<file path="config.mk">
export PLATFORM = sky130hd
export DESIGN_NAME = move_queue
export DESIGN_NICKNAME = d
export VERILOG_FILES = /design/src/rtl/move_queue.sv
export SDC_FILE = /design/constraint.sdc
export NUM_CORES = 1
export LEC_CHECK = 0
export CAP_MARGIN = 10
export CORE_UTILIZATION = 50
export DETAILED_ROUTE_END_ITERATION = 6
export GPL_TIMING_DRIVEN = 0
export PLACE_DENSITY = 0.81
export SYNTH_ARGS = -nofsm -noshare
export SYNTH_HDL_FRONTEND = slang
export SYNTH_SLANG_ARGS = --single-unit
</file>
<file path="constraint.sdc">
create_clock -name clk -period 2.55 [get_ports clk]
set_clock_uncertainty 0.15 [all_clocks]
set_input_delay 0.3825 -clock clk [delete_from_list [all_inputs] [get_ports clk]]
set_output_delay 0.3825 -clock clk [all_outputs]
set_load 0.005 [all_outputs]
</file>
<file path="src/rtl/move_queue.sv">
// move_queue: circular FIFO of 2-bit move-direction codes.
//
// Each cycle at most one of the four move-event pulses is accepted. The
// priority is in1 > in2 > in3 > in4. The accepted event is stored as its
// direction code (in1=00, in2=01, in3=10, in4=11). Any other events that
// arrive in the same cycle are dropped.
//
// Handshake: valid/ready. The head entry transfers on any rising edge where
// valid=1 and ready=1. While valid=1 and ready=0, dir holds its value.
// ready has no effect while valid=0.
//
// Ports:
//   clk        rising-edge clock
//   reset      synchronous, active-high
//   in1..in4   move-event pulses; a level held high counts once per cycle
//   ready      consumer takes the head entry
//   valid      queue holds at least one entry
//   dir        direction code of the head entry (2'b00 while empty)
//   count      number of occupied entries, 0..DEPTH
//   full       count == DEPTH
//   overflow   registered one-cycle pulse: an event was discarded
module move_queue #(
  parameter int DEPTH = 4
) (
  input  logic                     clk,
  input  logic                     reset,
  input  logic                     in1,
  input  logic                     in2,
  input  logic                     in3,
  input  logic                     in4,
  input  logic                     ready,
  output logic                     valid,
  output logic [1:0]               dir,
  output logic [$clog2(DEPTH):0]   count,
  output logic                     full,
  output logic                     overflow
);

  localparam int AW = $clog2(DEPTH);
  localparam int CW = AW + 1;

  logic [1:0]    mem [DEPTH];
  logic [AW-1:0] wr_ptr;
  logic [AW-1:0] rd_ptr;
  logic [CW-1:0] cnt;
  logic          ovf_q;

  logic          any_ev;
  logic          multi_ev;
  logic [1:0]    code;
  logic          is_full;
  logic          push;
  logic          pop;
  logic          drop;

  // Select one event by priority and detect whether others were lost.
  always_comb begin
    code     = 2'b11;
    any_ev   = in1 | in2 | in3 | in4;
    multi_ev = (in1 & (in2 | in3 | in4)) | (in2 & (in3 | in4)) | (in3 & in4);
    if (in1)      code = 2'b00;
    else if (in2) code = 2'b01;
    else if (in3) code = 2'b10;
  end

  assign is_full = (cnt == CW'(DEPTH));
  assign pop     = valid & ready;
  // When the queue is full, a pop in the same cycle frees a slot for the push.
  assign push    = any_ev & (~is_full | pop);
  assign drop    = any_ev & is_full & ~pop;

  always_ff @(posedge clk) begin
    if (reset) begin
      wr_ptr <= '0;
      rd_ptr <= '0;
      cnt    <= '0;
      ovf_q  <= 1'b0;
    end else begin
      // The pointers are AW bits wide and DEPTH is a power of two,
      // so they wrap modulo DEPTH without extra logic.
      if (push) wr_ptr <= wr_ptr + 1'b1;
      if (pop)  rd_ptr <= rd_ptr + 1'b1;
      case ({push, pop})
        2'b10:   cnt <= cnt + 1'b1;
        2'b01:   cnt <= cnt - 1'b1;
        default: cnt <= cnt;
      endcase
      ovf_q <= drop | multi_ev;
    end
  end

  // Entry storage is not reset. An empty queue masks dir, so stale
  // contents are never visible.
  always_ff @(posedge clk) begin
    if (!reset && push) mem[wr_ptr] <= code;
  end

  assign valid    = (cnt != '0);
  assign full     = is_full;
  assign count    = cnt;
  assign overflow = ovf_q;
  assign dir      = valid ? mem[rd_ptr] : 2'b00;

endmodule

</file>
==> flow_metrics.py <==
metrics = {
    "final_layout": {
        "layout.nets": 108,
        "fin_area_sq_mm": 0.00111,
        "stdcell_count": 119,
        "diodes": 0,
        "drive_gt1_frac": 0.147,
        "areaGrowthSynthToFinish_pct": 24.8,
        "mostFrequentLayoutCell": "clkdlybuf4s50_1",
        "mostFrequentLayoutCells": "clkdlybuf4s50_1 (14), nor2_1 (10), dfxtp_1 (10)",
    },
    "global_route": {
        "track_usage": 0.179,
        "antenna_found_initial": 0,
        "grt_pass1_wl_mm": 2.47,
        "busiest_layer": "met2",
        "grt.met3_usage": 0.0367,
        "overflow": 0,
        "grt_pass1_vias": 567,
        "globalRouteMet2Util": 0.297,
        "grt_max_degree": 11,
        "gr-usage-met1": 0.221,
    },
    "worst_setup_path": {
        "r2r_slack_ps": 580,
        "crit_family": "multiplexers",
        "path_max_fanout": 2,
        "endpoint_kind": "primary output",
        "worstRegToRegCells": 6,
        "crit_chain": "mux4_2 -> and2_1 -> clkdlybuf4s50_1",
        "crit_buf_inv": 1,
        "worstReg2RegEnd": "count[2]$_SDFFE_PP0P_",
        "r2r-start": "count[0]$_SDFFE_PP0P_",
        "critPathLaunchType": "flip-flop",
        "worst_path_max_delay_cell": "mux4_2",
        "required_ps": 2020,
        "arrival_ps": 1780,
        "slowest_delay_ps": 500,
        "critical_path_class": "reg -> out",
    },
    "synthesis": {
        "synth.largest_area_cell": "edfxtp_1",
        "ys_seq_area_frac": 0.494,
        "synth_xor_area_frac": 0.0295,
        "syn-num-nets": 87,
        "synth_cells": 75,
        "synth_mux_area_frac": 0.0757,
        "ys_types": 27,
        "yosysTopAreaCellShare": 0.269,
        "synthTopCellsByArea": "edfxtp_1 (27%), dfxtp_1 (22%), ha_1 (5.6%)",
        "yosys_warnings": 0,
        "synthAdderAreaFrac": 0.0898,
        "yosys.area_share.simple": 0.222,
        "synth_compound_area_frac": 0.0645,
        "ys_seq_elements": 18,
        "synth_top_family_by_area": "simple AND/OR/NAND/NOR gates",
        "syn_avg_cell_area_sq_um": 11.9,
        "synth.cell_area_sq_um": 892,
    },
    "pwr": {
        "vdd_drop_max_mv": 0.339,
        "p_per_area_mw_per_mm2": 801,
        "p_leak_nw": 0.409,
    },
    "detailed_routing": {
        "drtPass1Iterations": 6,
        "avgViaCountPerCell": 5.08,
        "ant_nets": 0,
        "drt_iter0_drc": 13,
        "finalWirelength_mm": 1.40,
        "drcViolationCount": 0,
        "wl_per_cell_um": 11.7,
        "num_vias": 604,
    },
    "place": {
        "port_buffers": 14,
        "placed_area_sq_mm": 0.00106,
        "place.gp.congestion": 0.782,
        "dp_hpwl_mm": 1.14,
        "dpl.cell_count": 113,
    },
    "hold_path": {
        "hp-class": "reg -> reg",
        "worstHoldPathCells": 2,
        "hold_start": "wr_ptr[1]$_SDFFE_PP0P_",
        "hold_end": "wr_ptr[1]$_SDFFE_PP0P_",
    },
    "sta": {
        "final-setup-viol-count": 0,
        "tns_ps": 0,
        "hold_viol_final": 0,
        "finalCritPeriodShare": 0.906,
        "timing.slew.headroom": 0.686,
        "rsz0062_at_grt": "false",
        "tightestPinTransition_ps": 469,
        "drv_slew": 0,
        "fin_crit_ps": 2310,
        "max_freq_mhz": 433,
    },
    "cts": {
        "clockBufferDepth": 2,
        "clock_latency_ps": 280,
        "cts_sinks": 18,
        "cts_resized": 0,
        "cts_root_buffer": "clkbuf_4",
        "cts_tree": "yes",
        "htreeDepth": 1,
        "numCtsBuffers": 3,
        "cts_hold_buf": 0,
        "post_cts_buffers": 0,
        "clkTransAtPathRegs_ps": 100,
    },
    "run": {
        "drv_cap": 0,
    },
    "floorplan": {
        "io_pins": 15,
        "core_sq_mm": 0.00159,
        "die_h_um": 44.2,
        "num_rows": 14,
        "initial_utilization": 0.560,
        "die_w_um": 44.2,
        "dieArea_sq_mm": 0.00196,
    },
    "run_status": {
        "status": "complete, no violations",
    },
}
[power breakdown]
| part | switching, mW | leakage [nW] | total (mW) | internal (mW) |
|---|---|---|---|---|
| Sequential | 0.0531 | 0.157 | 0.407 | 0.354 |
| Clock | 0.0793 | 0.0210 | 0.166 | 0.0868 |
| Combinational | 0.128 | 0.231 | 0.318 | 0.190 |
| Total | 0.260 | 0.409 | 0.891 | 0.631 |
[Yosys cell counts]
master,count
nor3_2,1
dfxtp_1,10
a21oi_1,2
mux2_1,2
fa_1,1
clkbuf_1,1
a21oi_2,1
maj3_1,1
mux4_2,2
xnor2_1,2
or3_1,1
o21a_1,1
inv_1,5
nor2_1,10
o21ai_0,1
and2_1,6
edfxtp_1,8
and3_1,2
nor4_2,1
xor2_1,1
a2111oi_0,1
nand2_1,3
nor4_4,1
nor4b_4,1
ha_1,4
o31a_4,1
nor3_1,5
[stage by stage]
stage | util | hold WS, ps | power [mW] | setup slack, ps
floorplan | - | 335 | 0.595 | 468
global placement | 0.666 | 357 | 0.725 | -202
detailed placement | 0.666 | 374 | 0.736 | -270
CTS | 0.689 | 390 | 0.904 | 32.2
global route | 0.699 | 443 | 0.959 | 142
finish | 0.699 | 385 | 0.891 | 240
[kinds of logic (layout without fill, tap and decap cells)]
kind of cell               count (synthesis)  after routing
and+or+nand+nor                           31             31
DFF                                       18             18
AOI/OAI and AO/OA                          7              7
adders and majority gates                  6              6
buffers and inverters                      6             26
muxes                                      4              4
xor gates and xnor gates                   3              3
[worst register-to-register path: cells and delay by family (launching register included)]
family	cells	cell delay (ps)
flip-flops	1	480
AND/OR/NAND/NOR	4	630
adder cells (fa/ha/maj)	1	390
AO/OA/AOI/OAI	1	250
[layout make-up]
class	count	area [sq um]
inverter	5	18.8
multi-input combinational	51	429
fill	127	480
timing repair buffer	16	155
buffer	1	3.75
sequential	18	440
clock buffer	4	36.3
tap	24	30.0
[layer usage]
metal	part of all wire	routed length, um
met1	0.46	636
met4	0.011	15
met5	0	0
met3	0.024	33
met2	0.51	712
[worst max path at each step]
stage                       endpoint  cells past startpoint
6_report                      dir[1]                      3
5_1_grt                       dir[1]                      3
4_1_cts        count[2]$_SDFFE_PP0P_                      7
2_1_floorplan  count[2]$_SDFFE_PP0P_                      6
3_5_place_dp   count[2]$_SDFFE_PP0P_                      7
3_3_place_gp   count[2]$_SDFFE_PP0P_                      7
(Power assumes the default switching activity.)
